===== src/rtl/move_dda.sv =====
// move_dda: buffered step/dir generator using a phase-accumulator DDA.
// Optional per-tick increment ramping is enabled by defining ACCEL_EN.
module move_dda #(
    parameter int ACC_W     = 32,
    parameter int CNT_W     = 32,
    parameter int BUF_DEPTH = 2,
    parameter int TICK_DIV  = 1,
    parameter int STEP_HIGH = 4,
    parameter int DIR_SETUP = 2
) (
    input  logic             CLK,
    input  logic             resetn,
    input  logic             move_valid,
    output logic             move_ready,
    input  logic             move_dir,
    input  logic [CNT_W-1:0] move_steps,
    input  logic [ACC_W-1:0] move_inc,
`ifdef ACCEL_EN
    input  logic [ACC_W-1:0] move_incinc,
`endif
    input  logic             halt,
    output logic             step,
    output logic             dir,
    output logic             busy,
    output logic             move_done,
    output logic             buffer_dtr,
    output logic             overrun
);

    localparam int AW = $clog2(BUF_DEPTH);
    localparam int CW = AW + 1;
    localparam int DW = (TICK_DIV > 1) ? $clog2(TICK_DIV) : 1;
    localparam int HW = $clog2(STEP_HIGH + 1);
    localparam int SW = (DIR_SETUP > 0) ? $clog2(DIR_SETUP + 1) : 1;

    typedef enum logic [2:0] {
        S_IDLE, S_LOAD, S_SETUP, S_RUN, S_DONE
    } state_t;

    state_t r_state;
    state_t w_state_nx;

    logic             r_fdir   [BUF_DEPTH];
    logic [CNT_W-1:0] r_fsteps [BUF_DEPTH];
    logic [ACC_W-1:0] r_finc   [BUF_DEPTH];
    logic [AW-1:0]    r_wp;
    logic [AW-1:0]    r_rp;
    logic [CW-1:0]    r_cnt;
    logic [CW-1:0]    w_cnt_nx;
    logic             r_rdy;
    logic             w_wr;
    logic             w_pop;
    logic             w_empty;

    logic             w_hdir;
    logic [CNT_W-1:0] w_hsteps;
    logic [ACC_W-1:0] w_hinc;

    logic [ACC_W-1:0] r_acc;
    logic [ACC_W-1:0] r_inc;
    logic [ACC_W-1:0] w_inc_nx;
    logic [ACC_W:0]   w_sum;
    logic [CNT_W-1:0] r_rem;
    logic [DW-1:0]    r_div;
    logic [SW-1:0]    r_setup;
    logic [HW-1:0]    r_hcnt;
    logic             r_step;
    logic             r_dir;
    logic             r_ovr;
    logic             w_tick;
    logic             w_adv;
    logic             w_carry;
    logic             w_busy;
    logic             w_done;

    assign move_ready = r_rdy & ~halt;
    assign buffer_dtr = move_ready;
    assign step       = r_step;
    assign dir        = r_dir;
    assign overrun    = r_ovr;
    assign busy       = w_busy;
    assign move_done  = w_done;

    assign w_wr     = move_valid & move_ready;
    assign w_pop    = (r_state == S_LOAD) & ~halt;
    assign w_empty  = (r_cnt == '0);
    assign w_hdir   = r_fdir[r_rp];
    assign w_hsteps = r_fsteps[r_rp];
    assign w_hinc   = r_finc[r_rp];

    always_comb begin
        w_cnt_nx = r_cnt;
        if (w_wr && !w_pop) begin
            w_cnt_nx = r_cnt + CW'(1);
        end else if (!w_wr && w_pop) begin
            w_cnt_nx = r_cnt - CW'(1);
        end
    end

    always_ff @(posedge CLK) begin
        if (w_wr) begin
            r_fdir[r_wp]   <= move_dir;
            r_fsteps[r_wp] <= move_steps;
            r_finc[r_wp]   <= move_inc;
        end
    end

    always_ff @(posedge CLK) begin
        if (!resetn) begin
            r_wp  <= '0;
            r_rp  <= '0;
            r_cnt <= '0;
            r_rdy <= 1'b0;
        end else if (halt) begin
            r_wp  <= '0;
            r_rp  <= '0;
            r_cnt <= '0;
            r_rdy <= 1'b1;
        end else begin
            if (w_wr) r_wp <= r_wp + AW'(1);
            if (w_pop) r_rp <= r_rp + AW'(1);
            r_cnt <= w_cnt_nx;
            r_rdy <= (w_cnt_nx < CW'(BUF_DEPTH));
        end
    end

    always_ff @(posedge CLK) begin
        if (!resetn) r_state <= S_IDLE;
        else         r_state <= w_state_nx;
    end

    always_comb begin
        w_state_nx = r_state;
        unique case (r_state)
            S_IDLE:  if (!w_empty) w_state_nx = S_LOAD;
            S_LOAD:  w_state_nx = (w_hsteps == '0) ? S_DONE : S_SETUP;
            S_SETUP: if (r_setup == '0) w_state_nx = S_RUN;
            S_RUN:   if (r_rem == '0 && !r_step) w_state_nx = S_DONE;
            S_DONE:  w_state_nx = w_empty ? S_IDLE : S_LOAD;
            default: w_state_nx = S_IDLE;
        endcase
        if (halt) w_state_nx = S_IDLE;
    end

    always_comb begin
        w_busy = (r_state != S_IDLE);
        w_done = (r_state == S_DONE);
    end

    assign w_tick  = (r_div == DW'(TICK_DIV - 1));
    assign w_adv   = (r_state == S_RUN) & w_tick & (r_rem != '0);
    assign w_sum   = {1'b0, r_acc} + {1'b0, r_inc};
    assign w_carry = w_adv & w_sum[ACC_W];

`ifdef ACCEL_EN
    logic [ACC_W-1:0]        r_fincinc [BUF_DEPTH];
    logic [ACC_W-1:0]        r_incinc;
    logic signed [ACC_W+1:0] w_isum;

    always_ff @(posedge CLK) begin
        if (w_wr) r_fincinc[r_wp] <= move_incinc;
    end

    always_ff @(posedge CLK) begin
        if (!resetn)    r_incinc <= '0;
        else if (w_pop) r_incinc <= r_fincinc[r_rp];
    end

    // Signed ramp with clamping to the unsigned increment range
    always_comb begin
        w_isum = $signed({2'b00, r_inc})
               + $signed({{2{r_incinc[ACC_W-1]}}, r_incinc});
        if (w_isum < 0) begin
            w_inc_nx = '0;
        end else if (w_isum > $signed({2'b00, {ACC_W{1'b1}}})) begin
            w_inc_nx = '1;
        end else begin
            w_inc_nx = w_isum[ACC_W-1:0];
        end
    end
`else
    assign w_inc_nx = r_inc;
`endif

    always_ff @(posedge CLK) begin
        if (!resetn) begin
            r_acc   <= '0;
            r_inc   <= '0;
            r_rem   <= '0;
            r_div   <= '0;
            r_setup <= '0;
            r_hcnt  <= '0;
            r_step  <= 1'b0;
            r_dir   <= 1'b0;
            r_ovr   <= 1'b0;
        end else if (halt) begin
            r_acc   <= '0;
            r_rem   <= '0;
            r_div   <= '0;
            r_setup <= '0;
            r_hcnt  <= '0;
            r_step  <= 1'b0;
        end else begin
            if (r_state == S_LOAD) begin
                r_dir   <= w_hdir;
                r_setup <= (w_hdir != r_dir) ? SW'(DIR_SETUP) : '0;
                r_rem   <= w_hsteps;
                r_inc   <= w_hinc;
                r_acc   <= '0;
                r_div   <= '0;
            end
            if (r_state == S_SETUP && r_setup != '0) begin
                r_setup <= r_setup - SW'(1);
            end
            if (r_state == S_RUN) begin
                r_div <= w_tick ? '0 : r_div + DW'(1);
            end
            if (w_adv) begin
                r_acc <= w_sum[ACC_W-1:0];
                r_inc <= w_inc_nx;
            end
            // A carry during a live pulse still counts and stretches it
            if (w_carry) begin
                r_step <= 1'b1;
                r_hcnt <= HW'(STEP_HIGH);
                r_rem  <= r_rem - CNT_W'(1);
                if (r_step) r_ovr <= 1'b1;
            end else if (r_step) begin
                if (r_hcnt == HW'(1)) r_step <= 1'b0;
                r_hcnt <= r_hcnt - HW'(1);
            end
        end
    end

endmodule


===== config.mk =====
export PLATFORM = sky130hd
export DESIGN_NAME = move_dda
export DESIGN_NICKNAME = d
export VERILOG_FILES = /design/src/rtl/move_dda.sv
export SDC_FILE = /design/constraint.sdc
export NUM_CORES = 1
export LEC_CHECK = 0
export CORE_ASPECT_RATIO = 1.25
export CORE_MARGIN = 1.5
export CORE_UTILIZATION = 40
export CTS_CLUSTER_DIAMETER = 50
export DETAILED_ROUTE_END_ITERATION = 8
export MAX_ROUTING_LAYER = met4
export PLACE_DENSITY_LB_ADDON = 0.15
export SLEW_MARGIN = 20
export SYNTH_ARGS = -nofsm -noshare
export SYNTH_HDL_FRONTEND = slang
export SYNTH_SLANG_ARGS = --single-unit
export TNS_END_PERCENT = 30

===== constraint.sdc =====
create_clock -name CLK -period 8.31 [get_ports CLK]
set_input_delay 1.662 -clock CLK [delete_from_list [all_inputs] [get_ports CLK]]
set_output_delay 1.662 -clock CLK [all_outputs]
set_load 0.1 [all_outputs]

## Word-level counts from Yosys, hierarchy flattened

Memory sizes are Yosys's and may differ from the RTL's. A register that Yosys moved wholly into a read port is not among the register bits.
Cells that the tools add are included.

- Bitwise operators: 10
- Add/subtract/negate cells: 9
- Muxes and demuxes: 30
- $lt $le $gt $ge: 1
- Reduce and logical (&&, ||, !) cells: 27
- Equality and inequality tests: 9

Operators with widths:

| operator | count |
|---|---|
| 2-to-1 mux 32 bit | 4 |
| zero test 32 bit | 2 |
| adder 32 x 32 -> 33 bit | 1 |
| nonzero test 32 bit | 1 |
| subtractor 32 x 1 -> 32 bit, second input constant | 1 |
| 2-to-1 mux 3 bit | 6 |
| case mux 3 bit (5 select lines) | 1 |
| 2-to-1 mux 1 bit | 14 |
| nonzero test 2 bit | 6 |
| 2-to-1 mux 2 bit | 5 |
| AND reduction 3 bit | 3 |
| bitwise AND 1 bit | 6 |
| equality test 3 x 1 -> 1 bit, second input constant | 2 |
| equality test 3 x 2 -> 1 bit, second input constant | 2 |
| inequality test 2 bit, second input constant | 3 |
| logical AND 1 bit | 4 |
| zero test 1 bit | 4 |
| zero test 2 bit | 2 |
| inverter 1 bit | 4 |
| subtractor 2 x 1 -> 2 bit, second input constant | 2 |
| adder 1 bit, second input constant | 3 |
| equality test 3 bit, second input constant | 1 |
| zero test 3 bit | 1 |
| nonzero test 3 bit | 1 |
| 7 further kinds | 7 |

- Register bits: 81
- Output and inout port bits: 7
- Memory bits (writable): 130
- Input port bits: 69
- Logic and storage cells: 103
- Memories: 3

Memories:

| memory | words | width | read ports | clocked after memory_dff | wr ports | RTL line | source |
|---|---|---|---|---|---|---|---|
| r_finc | 2 | 32 | 1 | 1 | 1 | 45 | `logic [ACC_W-1:0] r_finc [BUF_DEPTH];` |
| r_fsteps | 2 | 32 | 1 | 1 | 1 | 44 | `logic [CNT_W-1:0] r_fsteps [BUF_DEPTH];` |
| r_fdir | 2 | 1 | 1 | 1 | 1 | 43 | `logic r_fdir [BUF_DEPTH];` |

## Depth between registers and ports, before layout

- Word-level depth: 9
- Gate-level depth with buffers: 12
- Gate-level depth less buffers: 10

## Worst setup path after synthesis

OpenSTA, ideal clock, no wires.

- Path kind: in2reg
- Start: input port halt
- End: memory r_fdir[0], enable pin
- Buffers on the path: 0
- Slack: 1570 ps
- Data required time: 7822 ps
- Data arrival time: 6251 ps
- Stages: 3
- Library setup time: 488 ps
- Cell sequence: nor2b_1 nand2_1 nor2_1

- Cells in the longest elaborated chain, start to end: 5

RTL lines:

| item | RTL line | source |
|---|---|---|
| start, declared | 21 | `input logic halt,` |
| inverter 1 bit (no line) | n/a |  |
| bitwise AND 1 bit | 76 | `assign move_ready = r_rdy & ~halt;` |
| bitwise AND 1 bit | 84 | `assign w_wr = move_valid & move_ready;` |
| 2-to-1 mux 1 bit | 101 | `if (w_wr) begin` |
| 2-to-1 mux 1 bit (not written as such) | 102 | `r_fdir[r_wp] <= move_dir;` |
| end, declared | 43 |  |

Every way passes these cells.

## Final worst setup path

- Start: input port halt
- End: output port buffer_dtr

- Cells in the longest elaborated chain, start to end: 2

RTL lines:

| item | RTL line | source |
|---|---|---|
| inverter 1 bit (no line) | n/a |  |
| bitwise AND 1 bit | 76 |  |
| end, declared | 26 | `output logic buffer_dtr,` |

Every way passes these cells.

==> results.yml <==
run_status:
  status: "completed"
clock_tree:
  postCtsSetupBuffers: 0
  holdBufCountCts: 0
  cts_repair_resize_count: 0
  insertion_delay_ns: 0.53
  htree_levels: 1
  clk_pin_slew_ns: 0.06
  cts_root_buffer: "clkbuf_16"
  cts_buffers: 27
  cts_tree: "built"
  max-clock-path-buffers: 3
  clock-sinks: 243
yosys:
  synth_common_cells: "edfxtp_1, dfxtp_1, nand2_1"
  synthFlopType: "edfxtp_1"
  synth_area_leaders: "edfxtp_1, dfxtp_1, mux2i_1"
  syn_inst: 1044
  synth_cell_types: 76
  yosysTopAreaCellShare: 0.339
  syn_nets: 1154
  synth.cell_area_um2: 11500
  synth.most_common_cell: "edfxtp_1"
  postSynthAreaPerCell_um2: 11.0
  async_reset_ff_frac: 0
  ys_ff_latch: 243
  synth_edf_count: 130
  synth_top_area_cell: "edfxtp_1"
  yosysSeqAreaShare: 0.535
  ys.warnings.count: 0
floorplan:
  chipHeight_um: 193
  coreArea_um2: 28400
  start_util: 0.406
  die_w_um: 155
  dieArea_um2: 29800
  floorplan.rows: 69
  io_pins: 76
min_path:
  min_path_type: "flop to flop"
critical_path:
  required_ns: 6.65
  cp-end-kind: "output port"
  cp_data_arrival_time_ns: 3.62
  criticalPathCategory: "primary input to output port"
  worstPathMaxFanout: 6
  cp-start-kind: "primary input"
finish:
  final_cell_area_um2: 13400
  utilization: 0.472
  nets: 1209
  drive_gt1_frac: 0.0769
  num_antenna_cells: 0
  fill_cells: 2642
  seqCellArea_um2: 6170
  instances_no_fill: 1474
  multi_input_area_um2: 5020
  area_delta_synth_final_pct: 16.3
detailed_routing:
  wl_per_cell_um: 17.7
  routed_via_density: 5.55
  vias: 8185
  drc: 0
  first_pass_iters: 5
  finalWirelength_um: 26100
  drt_iter0_drc: 410
  final_antenna_net_count: 0
power_and_ir_drop:
  power_frac_clock: 0.460
  power.total_mw: 2.51
  p_leak_nw: 5.02
  share_seq_of_total_power: 0.510
  swShare: 0.207
  intPower_mw: 1.99
  combinationalPowerShare: 0.030
  power-per-cell-area_nw_per_um2: 187
  vdd_ir_drop_max_mv: 0.165
  p_sw_uw: 519
timing:
  setup_viol: 0
  fin_crit_sh: 0.636
  period_needed_ns: 5.29
  fin_tns_setup_ns: 0
  fin_ws_ns: 3.02
  fmax_ghz: 0.189
  final_hold_viol_count: 0
  finalMaxSlewViolations: 0
  rsz0062_at_grt: "false"
  skew_ns: 0.0134
  max_slew_margin: 0.335
  holdWs_ns: 0.460
  worst_slew_pin_slew_ns: 0.996
run:
  drv_cap: 0
grt:
  grt_max_degree: 68
  antenna_found_initial: 0
  grt_overflow: 0
  grt_most_used_layer: "met2"
  met1_usage: 0.202
  met2_usage: 0.339
  grt_pass1_vias: 8133
  grt_pass1_wl_um: 41800
  gr-usage-all-layers: 0.181
  use_met3: 0.0227
place:
  place.port_buffers: 75
  dp.cells: 1425
  place_area_um2: 12500
  pre_cts_slack_ns: 3.02
  gp_congestion: 0.827
  dp_hpwl_um: 17700
critical path, cell delays in order:
cell and delay [ns]:
clkdlybuf4s50_1 0.53, nor2b_1 0.25, clkdlybuf4s50_1 1.17
state kept, by name, summed over array words and instances (netlist names), named ones only:
name	cells
dir	1
overrun	1
r_acc	32
r_cnt	2
r_fdir	2
r_finc	64
r_fsteps	64
r_hcnt	3
r_inc	32
r_rdy	1
r_rem	32
r_rp	1
r_setup	2
r_state	3
r_wp	1
step	1
layout make-up:
type / count / share of cell area
clock buffers: 39 / 0.0575
flip-flops and latches: 243 / 0.460
multi-input cells: 722 / 0.374
inverters: 18 / 0.00504
well taps: 355 / 0.0331
repair buffers: 87 / 0.0627
clock inverters: 10 / 0.00728
worst paths after layout:
kind / start / endpoint / slack, ns / depth (start not counted)
worst min-delay path: r_acc[26]$_SDFFE_PP0P_ / r_acc[26]$_SDFFE_PP0P_ / 0.46 / 2
worst max-delay path: halt / buffer_dtr / 3.02 / 3
worst min register to register: r_acc[26]$_SDFFE_PP0P_ / r_acc[26]$_SDFFE_PP0P_ / 0.46 / 2
worst max register to register: r_rem[14]$_SDFFE_PP0P_ / r_acc[27]$_SDFFE_PP0P_ / 4.88 / 8
power groups by stage:
stage / clock, mW / sequential, mW / combinational, mW
3_5_place_dp: 0 / 1.31 / 0.0761
5_1_grt: 1.24 / 1.28 / 0.0811
2_1_floorplan: 0 / 1.31 / 0.0272
3_3_place_gp: 0 / 1.31 / 0.0755
6_report: 1.16 / 1.28 / 0.0749
4_1_cts: 1.19 / 1.28 / 0.0763
metal layers:
layer,vias up,wire length (um),part of all wire
met5,-,0,0
met4,0,492,0.019
met3,34,915,0.035
met2,125,14100,0.54
met1,3949,10700,0.41
li1,4077,-,-
cells in the final DEF (no fill, tap or decap), types with 7 or more instances in the layout:
| master | n |
|---|---|
| ha_1 | 40 |
| clkdlybuf4s50_1 | 75 |
| o21a_1 | 7 |
| mux2i_1 | 69 |
| inv_1 | 17 |
| o211a_1 | 33 |
| nor3_1 | 17 |
| nand2_1 | 102 |
| nand4_1 | 18 |
| dfxtp_1 | 111 |
| o311ai_0 | 7 |
| xor2_1 | 17 |
| nand3_1 | 33 |
| or3_1 | 11 |
| a211oi_1 | 9 |
| o211ai_1 | 12 |
| buf_4 | 12 |
| o32a_1 | 7 |
| clkbuf_1 | 7 |
| o21ai_0 | 35 |
| nor2_1 | 54 |
| a21oi_1 | 76 |
| clkbuf_16 | 27 |
| a21o_1 | 17 |
| a31oi_1 | 19 |
| xnor2_1 | 12 |
| edfxtp_1 | 130 |
| nor4_1 | 15 |
logic make-up after synthesis:
group	after synthesis	synth area share
AND/OR/NAND/NOR	302	0.132
AO/OA/AOI/OAI	275	0.170
flip-flops	243	0.535
adder cells (fa/ha/maj)	41	0.0452
XOR/XNOR	29	0.0220
buffers and inverters	79	0.0308
multiplexers	75	0.0658
Note: power is estimated with default switching activity, not from simulation.
